==> config.mk <==
export PLATFORM = sky130hd
export DESIGN_NAME = mem_read_arbiter
export DESIGN_NICKNAME = d
export VERILOG_FILES = /design/src/rtl/dijkstra_mem_pkg.sv /design/src/rtl/rr_arbiter_pick.sv /design/src/rtl/mem_read_arbiter.sv
export SDC_FILE = /design/constraint.sdc
export NUM_CORES = 1
export LEC_CHECK = 0
export CAP_MARGIN = 20
export CORE_MARGIN = 8
export CORE_UTILIZATION = 25
export DETAILED_ROUTE_END_ITERATION = 12
export GPL_TIMING_DRIVEN = 0
export PLACE_DENSITY_LB_ADDON = 0.25
export SLEW_MARGIN = 20
export SYNTH_ARGS = -nofsm -noshare
export SYNTH_HDL_FRONTEND = slang
export SYNTH_SLANG_ARGS = --single-unit
==> constraint.sdc <==
create_clock -name algorithm_clock -period 2.7 [get_ports algorithm_clock]
set_input_delay 0.81 -clock algorithm_clock [delete_from_list [all_inputs] [get_ports algorithm_clock]]
set_output_delay 0.81 -clock algorithm_clock [all_outputs]
set_load 0.005 [all_outputs]
==> src/rtl/dijkstra_mem_pkg.sv <==
// Shared types and default widths for the Dijkstra memory read path.
package dijkstra_mem_pkg;

  localparam int DEF_ADDR_WIDTH = 32;
  localparam int DEF_DATA_WIDTH = 16;

  typedef enum logic [1:0] {
    ARB_IDLE  = 2'd0,
    ARB_ISSUE = 2'd1,
    ARB_WAIT  = 2'd2
  } arb_state_t;

  // Grant index width; at least one bit so a 1-requester build still elaborates.
  function automatic int grant_w(input int n);
    return (n > 1) ? $clog2(n) : 1;
  endfunction

endpackage

==> src/rtl/rr_arbiter_pick.sv <==
// Combinational round-robin picker: first asserted request searching upward
// from last_grant+1, wrapping modulo NUM_REQ.
module rr_arbiter_pick
  import dijkstra_mem_pkg::*;
#(
  parameter int NUM_REQ = 4,
  parameter int GW      = 2
) (
  input  logic [NUM_REQ-1:0] req,
  input  logic [GW-1:0]      last_grant,
  output logic [GW-1:0]      grant,
  output logic               any_req
);

  int          idx;
  logic [GW-1:0] ix;

  always_comb begin
    grant   = '0;
    any_req = 1'b0;
    idx     = 0;
    ix      = '0;
    for (int k = 0; k < NUM_REQ; k++) begin
      // last_grant+1+k never exceeds 2*NUM_REQ-1, so one wrap suffices
      idx = int'(last_grant) + 1 + k;
      if (idx >= NUM_REQ) idx = idx - NUM_REQ;
      ix = GW'(idx);
      if (!any_req && req[ix]) begin
        grant   = ix;
        any_req = 1'b1;
      end
    end
  end

endmodule

==> src/rtl/mem_read_arbiter.sv <==
// Round-robin arbiter sharing one Avalon-style read port between NUM_REQ
// requesters, one outstanding read. Optional WAIT watchdog: DIJKSTRA_ARB_TIMEOUT_EN.
module mem_read_arbiter
  import dijkstra_mem_pkg::*;
#(
  parameter int NUM_REQ        = 4,
  parameter int ADDR_WIDTH     = DEF_ADDR_WIDTH,
  parameter int DATA_WIDTH     = DEF_DATA_WIDTH,
  parameter int TIMEOUT_CYCLES = 1024
) (
  input  logic                          algorithm_clock,
  input  logic                          algorithm_reset,
  input  logic [NUM_REQ-1:0]            req_valid,
  input  logic [NUM_REQ*ADDR_WIDTH-1:0] req_addr,
  output logic [NUM_REQ-1:0]            req_accept,
  output logic [NUM_REQ-1:0]            resp_valid,
  output logic [DATA_WIDTH-1:0]         resp_data,
  output logic                          resp_error,
  output logic                          mem_read_enable,
  output logic [ADDR_WIDTH-1:0]         mem_addr,
  input  logic                          wait_request,
  input  logic                          mem_read_ready,
  input  logic [DATA_WIDTH-1:0]         mem_read_data,
  output logic                          busy
);

  localparam int GW = grant_w(NUM_REQ);

  if (NUM_REQ < 2 || NUM_REQ > 8 || TIMEOUT_CYCLES < 1) begin : g_param_chk
    $fatal(1, "mem_read_arbiter: parameter out of range");
  end

  arb_state_t                           state;
  logic [GW-1:0]                        grant, last_grant, pick;
  logic                                 any_req;
  logic [NUM_REQ-1:0]                   grant_oh;
  logic [NUM_REQ-1:0][ADDR_WIDTH-1:0]   addr_arr;
  logic                                 timeout_hit;

  assign addr_arr = req_addr;
  assign grant_oh = NUM_REQ'(1) << grant;

  rr_arbiter_pick #(.NUM_REQ(NUM_REQ), .GW(GW)) u_pick (
    .req        (req_valid),
    .last_grant (last_grant),
    .grant      (pick),
    .any_req    (any_req)
  );

  // Accept is the cycle memory takes the strobe, so it follows wait_request directly.
  assign req_accept = (state == ARB_ISSUE && !wait_request) ? grant_oh : '0;
  assign busy       = (state != ARB_IDLE);

`ifdef DIJKSTRA_ARB_TIMEOUT_EN
  localparam int CW = $clog2(TIMEOUT_CYCLES + 1);
  logic [CW-1:0] to_cnt;
  logic          resp_error_q;

  always_ff @(posedge algorithm_clock) begin
    if (algorithm_reset) begin
      to_cnt <= '0;
    end else if (state == ARB_ISSUE && !wait_request) begin
      to_cnt <= '0;
    end else if (state == ARB_WAIT && !mem_read_ready && !timeout_hit) begin
      to_cnt <= to_cnt + 1'b1;
    end
  end

  assign timeout_hit = (state == ARB_WAIT) && (to_cnt == CW'(TIMEOUT_CYCLES - 1));
  assign resp_error  = resp_error_q;
`else
  assign timeout_hit = 1'b0;
  assign resp_error  = 1'b0;
`endif

  always_ff @(posedge algorithm_clock) begin
    if (algorithm_reset) begin
      state           <= ARB_IDLE;
      grant           <= '0;
      last_grant      <= GW'(NUM_REQ - 1);
      mem_read_enable <= 1'b0;
      mem_addr        <= '0;
      resp_valid      <= '0;
      resp_data       <= '0;
`ifdef DIJKSTRA_ARB_TIMEOUT_EN
      resp_error_q    <= 1'b0;
`endif
    end else begin
      resp_valid <= '0;
`ifdef DIJKSTRA_ARB_TIMEOUT_EN
      resp_error_q <= 1'b0;
`endif
      case (state)
        ARB_IDLE: begin
          if (any_req) begin
            grant           <= pick;
            mem_addr        <= addr_arr[pick];
            mem_read_enable <= 1'b1;
            state           <= ARB_ISSUE;
          end
        end
        ARB_ISSUE: begin
          if (!wait_request) begin
            last_grant      <= grant;
            mem_read_enable <= 1'b0;
            mem_addr        <= '0;
            state           <= ARB_WAIT;
          end
        end
        ARB_WAIT: begin
          // Data arriving on the limit cycle wins over the watchdog
          if (mem_read_ready) begin
            resp_data  <= mem_read_data;
            resp_valid <= grant_oh;
            state      <= ARB_IDLE;
          end else if (timeout_hit) begin
            resp_data  <= '0;
            resp_valid <= grant_oh;
`ifdef DIJKSTRA_ARB_TIMEOUT_EN
            resp_error_q <= 1'b1;
`endif
            state      <= ARB_IDLE;
          end
        end
        default: state <= ARB_IDLE;
      endcase
    end
  end

endmodule

==> impl_results.html <==
<table>
<tr><th>Metric</th><th>Value</th></tr>
<tr><th colspan="2">GRT</th></tr>
<tr><td>Maximum number of pins on one net before global-route repair</td><td>11</td></tr>
<tr><td>Global-route track usage on met2</td><td>26.2%</td></tr>
<tr><td>Global-route wire length before repair</td><td>20900 um</td></tr>
<tr><td>Total congestion overflow</td><td>0</td></tr>
<tr><td>Met1 global-route usage</td><td>17.3%</td></tr>
<tr><td>Met3 global-route usage</td><td>6.98%</td></tr>
<tr><td>GRT busiest layer</td><td>met2</td></tr>
<tr><td>GRT Total Usage</td><td>15.9%</td></tr>
<tr><td>Vias in the first global route</td><td>4001</td></tr>
<tr><td>Antenna violations before repair</td><td>1</td></tr>
<tr><th colspan="2">Critical path</th></tr>
<tr><td>Critical path endpoint category</td><td>flop</td></tr>
<tr><td>Worst path max stage delay</td><td>0.63 ns</td></tr>
<tr><td>Cell breakdown of the critical path</td><td>clkdlybuf4s50_1, a21oi_1, o31ai_4, or3_1, buf_2, buf_6, o211ai_2</td></tr>
<tr><td>Crit path DAT</td><td>2.76 ns</td></tr>
<tr><td>Crit path max-delay family</td><td>buffers and inverters</td></tr>
<tr><td>Library cell contributing the largest single delay on the critical path</td><td>clkdlybuf4s50_1</td></tr>
<tr><td>Worst endpoint required time</td><td>2.91 ns</td></tr>
<tr><td>Crit-path max FO</td><td>10</td></tr>
<tr><td>Category of the critical setup timing path</td><td>input port to flop</td></tr>
<tr><td>Nature of the critical path startpoint</td><td>input port</td></tr>
<tr><td>Crit path buffers/inverters</td><td>3</td></tr>
<tr><th colspan="2">Status</th></tr>
<tr><td>Status</td><td>completed</td></tr>
<tr><th colspan="2">Logic synthesis</th></tr>
<tr><td>Number of enable-type register cells in the synthesized netlist</td><td>0</td></tr>
<tr><td>Cells taking the most area after synthesis</td><td>dfxtp_1 (37%), nand2_1 (14%), a21oi_1 (8.3%)</td></tr>
<tr><td>Register area share after synthesis</td><td>36.8%</td></tr>
<tr><td>Post-Syn Area</td><td>3210 um^2</td></tr>
<tr><td>Fraction of registers with async set or reset after synthesis</td><td>0%</td></tr>
<tr><td>Syn Nets</td><td>554</td></tr>
<tr><td>Count of distinct cell types in the synthesized netlist</td><td>42</td></tr>
<tr><td>Proportion of netlist area held by the largest area contributor</td><td>36.8%</td></tr>
<tr><td>Cell accounting for the most synthesized area</td><td>dfxtp_1</td></tr>
<tr><td>Post-Synthesis Cells</td><td>402</td></tr>
<tr><td>Primary FF master, synth</td><td>dfxtp_1</td></tr>
<tr><td>Number of warnings issued by yosys</td><td>0</td></tr>
<tr><td>Mapped Avg Cell Area</td><td>7.98 um^2</td></tr>
<tr><td>Synthesized flop and latch total</td><td>59</td></tr>
<tr><th colspan="2">Drt</th></tr>
<tr><td>Count of antenna-violating nets left after detailed routing</td><td>0</td></tr>
<tr><td>Starting DRC count in detailed routing</td><td>105</td></tr>
<tr><td>Number of search-and-repair iterations in the first detailed-routing pass</td><td>4</td></tr>
<tr><td>Via count</td><td>3733</td></tr>
<tr><td>Residual DRC</td><td>0</td></tr>
<tr><td>Average vias per placed instance</td><td>4.65</td></tr>
<tr><td>Detailed-route wire length</td><td>13600 um</td></tr>
<tr><td>Drt wl/cell</td><td>16.9 um</td></tr>
<tr><th colspan="2">Clocking</th></tr>
<tr><td>Post-CTS Hold Buffers</td><td>0</td></tr>
<tr><td>Largest buffer count on any clock path</td><td>2</td></tr>
<tr><td>Clock buffer count from CTS</td><td>9</td></tr>
<tr><td>CTS tree</td><td>yes</td></tr>
<tr><td>Clock root buffer</td><td>clkbuf_16</td></tr>
<tr><td>Clock-pin slew reported for the worst setup and hold paths after clock tree synthesis</td><td>0.05 ns</td></tr>
<tr><td>CTS HTree Levels</td><td>3</td></tr>
<tr><td>Clock Latency Late Sink</td><td>0.33 ns</td></tr>
<tr><td>CTS Sinks</td><td>59</td></tr>
<tr><th colspan="2">Floorplanning</th></tr>
<tr><td>Die outline height</td><td>129 um</td></tr>
<tr><td>Die width</td><td>129 um</td></tr>
<tr><td>Area of the die</td><td>16700 um^2</td></tr>
<tr><td>Effective utilization at floorplan</td><td>25.5%</td></tr>
<tr><td>Standard-cell row count</td><td>41</td></tr>
<tr><td>Top-level I/O count</td><td>211</td></tr>
<tr><td>Core Area</td><td>12600 um^2</td></tr>
<tr><th colspan="2">Timing</th></tr>
<tr><td>Total Negative Setup Slacks</td><td>0 ns</td></tr>
<tr><td>Number of hold-slack violations in the final timing report</td><td>0</td></tr>
<tr><td>Measured slew at the worst slew-check pin</td><td>0.571 ns</td></tr>
<tr><td>Final setup slack of the worst path</td><td>0.152 ns</td></tr>
<tr><td># setup viols final</td><td>0</td></tr>
<tr><td>Setup repair after global routing missed its margin</td><td>no</td></tr>
<tr><td>Setup skew after layout</td><td>0.00643 ns</td></tr>
<tr><td>Ratio of final minimum period to clock period</td><td>94.4%</td></tr>
<tr><td>Final worst path period need</td><td>2.55 ns</td></tr>
<tr><td>Slew headroom</td><td>61.9%</td></tr>
<tr><td>Peak Freq</td><td>0.392 GHz</td></tr>
<tr><td>Max-slew violation total from the final report</td><td>0</td></tr>
<tr><th colspan="2">Place</th></tr>
<tr><td>Placed cells</td><td>783</td></tr>
<tr><td>Instance area after placement</td><td>5520 um^2</td></tr>
<tr><td>Number of port buffers</td><td>209</td></tr>
<tr><td>Pre-CTS setup slack</td><td>-0.414 ns</td></tr>
<tr><td>DP HPWL</td><td>10700 um</td></tr>
<tr><td>Final estimated routing congestion in global placement</td><td>0.922</td></tr>
<tr><th colspan="2">Cells and area</th></tr>
<tr><td>Finished layout cell area</td><td>5930 um^2</td></tr>
<tr><td>Number of diodes added for antenna fixing</td><td>0</td></tr>
<tr><td>Layout Area Growth over Synthesis</td><td>84.9%</td></tr>
<tr><td>Number of fill cells</td><td>1274</td></tr>
<tr><td>Final standard cell count with taps included and fillers excluded</td><td>802</td></tr>
<tr><td>Post-layout net count</td><td>777</td></tr>
<tr><td>Share of final-layout standard cells stronger than drive strength 1</td><td>11.9%</td></tr>
<tr><th colspan="2">Power and ir drop</th></tr>
<tr><td>Design Power</td><td>3.26 mW</td></tr>
<tr><td>Sequential share of power</td><td>31.0%</td></tr>
<tr><td>Internal power</td><td>2.44 mW</td></tr>
<tr><td>Leakage</td><td>2.40 nW</td></tr>
<tr><td>Power dissipated by switching net loads</td><td>0.824 mW</td></tr>
<tr><td>Part of the total power dissipated in combinational logic</td><td>26.6%</td></tr>
<tr><td>Clk network pwr share</td><td>42.4%</td></tr>
<tr><td>Ratio of total power to cell area</td><td>550 nW/um^2</td></tr>
<tr><td>VDD IR-drop max</td><td>0.000261 V</td></tr>
<tr><td>Switching fraction of total power</td><td>25.3%</td></tr>
<tr><th colspan="2">Run</th></tr>
<tr><td>Max-capacitance violation count</td><td>0</td></tr>
<tr><th colspan="2">Min path</th></tr>
<tr><td>Classification of the worst-slack hold path</td><td>flop to flop</td></tr>
</table>
[sequential cells by signal (all words and copies together), names as in the netlist]
name	flops
mem_addr	32
mem_read_enable	1
last_grant	2
grant	2
resp_data	16
state	2
resp_valid	4
[what timing repair did]
item | CTS | global route
pin swaps | 1 | 1
resized for setup | 15 | 9
endpoints found under the setup margin | 34 | 30
setup buffers | 2 | 1
[through the flow]
stage	utilization [%]	hold slack (ns)
2_1_floorplan	-	0.453
3_3_place_gp	43.9	0.441
3_5_place_dp	43.9	0.447
4_1_cts	46.9	0.453
5_1_grt	47.2	0.479
6_report	47.2	0.452
[power groups by stage]
| stage | clock network (mW) | registers [mW] | logic, mW |
|---|---|---|---|
| 5_1_grt | 1.46 | 1.02 | 0.946 |
| 2_1_floorplan | 0 | 1.03 | 0.364 |
| 3_5_place_dp | 0 | 1.03 | 0.863 |
| 6_report | 1.38 | 1.01 | 0.868 |
| 4_1_cts | 1.43 | 1.01 | 0.872 |
| 3_3_place_gp | 0 | 1.03 | 0.857 |
[cell type report]
class                      count  area (um^2)  share of cell area (%)
tap                          172          215                    3.63
clock inverter                 4         95.1                    1.60
buffer                        29          164                    2.76
clock buffer                  12          267                    4.49
multi-input combinational    313         1900                    32.0
timing repair buffer         212         2110                    35.6
inverter                       1         3.75                  0.0633
sequential                    59         1180                    19.9
[Yosys cell counts (2+ instances only)]
| master | number |
|---|---|
| nand2_1 | 117 |
| dfxtp_1 | 59 |
| a21oi_1 | 53 |
| a211o_1 | 18 |
| o21ai_0 | 17 |
| a21o_1 | 16 |
| mux2i_1 | 16 |
| nand3_1 | 16 |
| buf_2 | 12 |
| clkbuf_1 | 11 |
| o211ai_2 | 10 |
| nor2_1 | 9 |
| o211ai_1 | 6 |
| nor3_1 | 5 |
| and2_1 | 3 |
| buf_4 | 3 |
| buf_6 | 3 |
| nand2b_1 | 2 |
| nor3_2 | 2 |
| or2_2 | 2 |
[worst paths after layout]
kind | depth (start not counted) | startpoint | slack [ns] | to
min reg2reg | 2 | resp_data[9] | 0.45 | resp_data[9]
min | 2 | resp_data[9] | 0.45 | resp_data[9]
max | 7 | req_valid[0] | 0.15 | mem_addr[30]
max reg2reg | 7 | last_grant[1] | 0.70 | mem_addr[23]
[layout by cell type (no fill, tap or decap), drive strengths merged, types with 2 or more instances in the layout]
cell	instances
nand2	117
o21ai	18
mux2i	17
nor2	10
and2	3
o211ai	16
dlygate4sd2	2
nor3	7
nand2b	2
buf	22
clkdlybuf4s50	204
dfxtp	59
a21o	16
nor2b	2
a21oi	53
nand3	17
a211o	18
nor4	3
clkbuf	23
bufinv	3
or2	2
[layer usage]
metal  vias to the layer above  wire, um
met4                         2       361
met5                         -         8
li1                       1854         -
met3                        27      1660
met1                      1667      5350
met2                       183      6190
[worst register-to-register path, stage by stage, from the launching register on]
cell and delay [ns]:
dfxtp_1 0.31, buf_4 0.18, mux2i_4 0.29, a2bb2oi_2 0.38, nand3_2 0.24, buf_2 0.26, a21oi_1 0.17, a211o_1 0.12
[cells by family after synthesis]
group / after synthesis / synth area share [%]
other: 1 / 0.117
AO/OA/AOI/OAI: 129 / 28.8
AND/OR/NAND/NOR: 166 / 23.6
buffers and inverters: 30 / 5.03
multiplexers: 17 / 5.69
flip-flops: 59 / 36.8
Note: power is estimated with default switching activity, not from simulation.
